==> src/rtl/if_id_fetch_buffer.sv <==
// if_id_fetch_buffer: IF->ID instruction queue that pairs in-order fetch responses with their PCs and discards stale in-flight responses on flush
module if_id_fetch_buffer #(
  parameter int DEPTH = 4,
  parameter int MAX_OUTSTANDING = 3,
  parameter int PC_W = 32,
  parameter int INST_W = 32
) (
  input  logic                       clk,
  input  logic                       reset,
  input  logic                       if_req_fire,
  input  logic [PC_W-1:0]            if_req_pc,
  output logic                       if_req_allow,
  input  logic                       inst_rvalid,
  input  logic [INST_W-1:0]          inst_rdata,
  input  logic                       if_flush,
  input  logic                       id_flush,
  input  logic                       id_write_en,
  output logic                       id_valid,
  output logic [PC_W-1:0]            id_pc,
  output logic [INST_W-1:0]          id_inst,
  output logic [$clog2(DEPTH):0]     occupancy,
  output logic                       proto_err
);
  localparam int AW  = $clog2(DEPTH);
  localparam int CW  = AW + 1;
  localparam int PIW = MAX_OUTSTANDING > 1 ? $clog2(MAX_OUTSTANDING) : 1;
  localparam int PCW = $clog2(MAX_OUTSTANDING + 1);
  logic [PC_W-1:0]   q_pc [DEPTH];
  logic [INST_W-1:0] q_inst [DEPTH];
  logic [PC_W-1:0]   p_pc [MAX_OUTSTANDING];
  logic [AW-1:0]     head, tail;
  logic [CW-1:0]     count;
  logic [PIW-1:0]    p_head, p_tail;
  logic [PCW-1:0]    pending_cnt, discard_cnt, live_pending;
  logic              flush, resp_ok, p_push, keep, full, pop, push;
  function automatic logic [PIW-1:0] p_next(input logic [PIW-1:0] p);
    return p == PIW'(MAX_OUTSTANDING - 1) ? '0 : p + PIW'(1);
  endfunction
  always_comb begin
    flush        = if_flush | id_flush;
    resp_ok      = inst_rvalid && pending_cnt != '0;
    p_push       = if_req_fire && (pending_cnt != PCW'(MAX_OUTSTANDING) || resp_ok);
    keep         = resp_ok && discard_cnt == '0 && !flush;
    full         = count == CW'(DEPTH);
    pop          = id_valid && id_write_en && !flush;
    push         = keep && (!full || pop);
    live_pending = pending_cnt - discard_cnt;
  end
  assign if_req_allow = pending_cnt < PCW'(MAX_OUTSTANDING) && 32'(count) + 32'(live_pending) < 32'(DEPTH);
  assign id_valid     = count != '0;
  assign id_pc        = id_valid ? q_pc[head] : '0;
  assign id_inst      = id_valid ? q_inst[head] : '0;
  assign occupancy    = count;
  always_ff @(posedge clk) begin
    if (push) begin
      q_pc[tail]   <= p_pc[p_head];
      q_inst[tail] <= inst_rdata;
    end
    if (p_push) p_pc[p_tail] <= if_req_pc;
  end
  always_ff @(posedge clk) begin
    if (reset) begin
      head        <= '0;
      tail        <= '0;
      count       <= '0;
      p_head      <= '0;
      p_tail      <= '0;
      pending_cnt <= '0;
      discard_cnt <= '0;
      proto_err   <= 1'b0;
    end else begin
      if (p_push) p_tail <= p_next(p_tail);
      if (resp_ok) p_head <= p_next(p_head);
      pending_cnt <= pending_cnt + PCW'(p_push) - PCW'(resp_ok);
      discard_cnt <= flush ? pending_cnt - PCW'(resp_ok) : discard_cnt - PCW'(resp_ok && discard_cnt != '0);
      head        <= flush ? '0 : head + AW'(pop);
      tail        <= flush ? '0 : tail + AW'(push);
      count       <= flush ? '0 : count + CW'(push) - CW'(pop);
      if ((inst_rvalid && pending_cnt == '0) || (keep && full && !pop)) proto_err <= 1'b1;
    end
  end
endmodule
==> config.mk <==
export PLATFORM = sky130hd
export DESIGN_NAME = if_id_fetch_buffer
export DESIGN_NICKNAME = d
export VERILOG_FILES = /design/src/rtl/if_id_fetch_buffer.sv
export SDC_FILE = /design/constraint.sdc
export NUM_CORES = 1
export LEC_CHECK = 0
export ABC_AREA = 1
export BUFFER_PORTS_ARGS = -buffer_cell sky130_fd_sc_hd__buf_4
export CORE_AREA = 2 2 244 246
export CTS_CLUSTER_SIZE = 30
export DETAILED_ROUTE_END_ITERATION = 16
export DIE_AREA = 0 0 246 248
export GPL_TIMING_DRIVEN = 0
export PLACE_DENSITY = 0.44
export SLEW_MARGIN = 20
export SYNTH_ARGS = -nofsm -noshare
export SYNTH_HDL_FRONTEND = slang
export SYNTH_SLANG_ARGS = --single-unit
==> constraint.sdc <==
create_clock -name clk -period 9.2 [get_ports clk]
set_input_delay 0.92 -clock clk [delete_from_list [all_inputs] [get_ports clk]]
set_output_delay 0.92 -clock clk [all_outputs]
set_load 0.01 [all_outputs]
==> metrics <==
Post-Syn Instances 1,129; Worst Path Max Fanout 10; Final Routed Wirelength 37,400 um; ANT nets after route 0; routed len/inst 17.6 um; # setup viols final 0; H-Tree Depth 2; Starting DRT DRC Count 507; Rel. slew slack 53.1%; 1st-pass router iterations 4; DP HPWL 24,700 um; clock root buffer clkbuf_16; Least-Margin Pin Slew 702 ps; total track usage 12.3%; Synth top area share 73.4%; Core Area 58,500 um^2; vias in the first global route 8,898; Inserted Clock Buffers 41; fillers 5,904; VDD IR max 0.000103 V; grt total ovfl 0; post-synth top area cell edfxtp_1; Yosys cell types 26; Final Worst Setup Slack 5830 ps; synth-to-layout area growth 25.0%; share of cells above drive strength 1 18.8%; Clock transition at path regs 60 ps; Synth Flop Type edfxtp_1; RSZ-0062 raised after global routing false; CTS tree built; critical path class register to output pin; fraction of registers with async set/reset 0%; Clock Skew 19.8 ps; Reg2Reg Depth 11; Worst-Skew Late Latency 550 ps; period utilisation layout 36.6%; CP endpoint kind output pin; IO Port Bufs 140; Longest Clk Path Bufs 3; most frequent cells in the layout edfxtp_1 (352), nor2_1 (312), buf_4 (144); via count 8,811; number of hold buffers added after cts 0; CP startpoint kind register; pin count of the biggest net entering global routing 28; Post-synth EDFFs 352; number of synthesized register bits 370; synthesized area per cell 12.8 um^2; Layout Nets 1,409; WHS Path Cells 2; starting density of the core 24.6%; endpoints failing hold 0; yosys warns 0; Die Span X 246 um; post-CTS setup buffers 0; CTS sink count 370; max cap viols 0; die area 61,000 um^2; Pleak 0.00635 uW; Max Clk Rate 297 MHz; syn_nets 1,211; crit path DAT 2450 ps; row count 89; Slew Viols, Final 0; post-cts sizing count 0; Post-Syn Area 14,400 um^2; Critical Path RT 8280 ps; Final min period 3370 ps; status complete, no violations; leading cell type in the layout, fill and taps excluded edfxtp_1; power density over cell area 220 nW/um^2; initial antenna violation count 1; HP Class register to register; Post-route DRC 0; sequential area share after synthesis 75.9%; global-route wire length before repair 55,700 um; Area contributors post-synth edfxtp_1 (73%), nor2_1 (8.3%), a21oi_1 (4.7%), o21ai_0 (4.3%), dfxtp_1 (2.5%); Place WS 6110 ps; post-route setup TNS 0 ps; Via-to-Cell Ratio 4.14; Top-Level Pins 141; die span in y 248 um; diode count 0; GP Congestion 0.717
==> cell usage after synthesis, drive strengths merged (2+ instances only) <==
library cell    n
o21ai         133
xnor2           6
buf            37
nand3           2
edfxtp        352
clkbuf         25
a31oi           2
nand2          55
nor2          317
a21oi         135
nor3            2
ha             10
dfxtp          18
inv            32
==> where the power goes <==
group	internal (uW)	leakage [uW]	switching (uW)
Combinational	134	0.00242	302
Sequential	2000	0.00334	21.6
Clock	849	0.000592	650
Total	2980	0.00635	974
==> cell type report <==
| class | instances | area [um^2] | share of cell area (%) |
|---|---|---|---|
| Timing Repair Buffer | 155 | 1390 | 7.72 |
| Inverter | 32 | 120 | 0.667 |
| Tap cell | 773 | 967 | 5.37 |
| Clock inverter | 22 | 141 | 0.786 |
| Clock buffer | 51 | 1060 | 5.91 |
| Buffer | 62 | 355 | 1.97 |
| Multi-Input combinational cell | 665 | 3030 | 16.8 |
| Sequential cell | 370 | 10900 | 60.7 |
==> flip-flops by register name, indices dropped and copies added (netlist names), named ones only <==
signal	flops
p_tail	2
tail	2
head	2
p_head	2
occupancy	3
q_pc	128
q_inst	128
discard_cnt	2
pending_cnt	2
proto_err	1
p_pc	96
==> per-layer routing <==
| metal | part of all wire, % | vias up | track usage [%] |
|---|---|---|---|
| met5 | 0.043 | - | 0 |
| met4 | 2.8 | 2 | 4.33 |
| met3 | 5.1 | 65 | 3.14 |
| met2 | 48 | 158 | 20.2 |
| met1 | 44 | 4198 | 15.6 |
| li1 | - | 4388 | - |
==> cell families (layout without fill, tap and decap cells) <==
group,after synthesis,in the layout,synth area share (%)
AOI/OAI and AO/OA,270,270,9.43
and+or+nand+nor,377,377,9.93
adders and majority gates,11,11,1.01
DFF,370,370,75.9
buffers and inverters,94,322,3.30
xor gates and xnor gates,7,7,0.426
==> through the flow <==
step	util (%)	power (uW)	cell area (um^2)	hold WS, ps	cells
after global placement	28.1	2480	16400	458	2042
after floorplan	-	2310	14400	447	1129
after global routing	30.8	4140	18000	520	2130
after CTS	30.8	4020	18000	496	2130
final	30.8	3950	18000	497	2130
after detailed placement	28.7	2500	16800	487	2057
==> worst paths after layout <==
| path | from | end | slack, ps |
|---|---|---|---|
| worst max-delay path | head[0] | id_pc[15] | 5830 |
| worst min-delay path | p_tail[0] | p_tail[0] | 500 |
| worst max register to register | occupancy[1] | occupancy[2] | 6710 |
| worst min register to register | p_tail[0] | p_tail[0] | 500 |
==> worst max-delay path: stages (launching register included) <==
cell      delay, ps
dfxtp_1         360
inv_2            70
buf_4           210
clkbuf_1        430
o21ai_0         190
a21oi_1         430
buf_4           210
No activity file was read; power rests on OpenSTA's default activity.
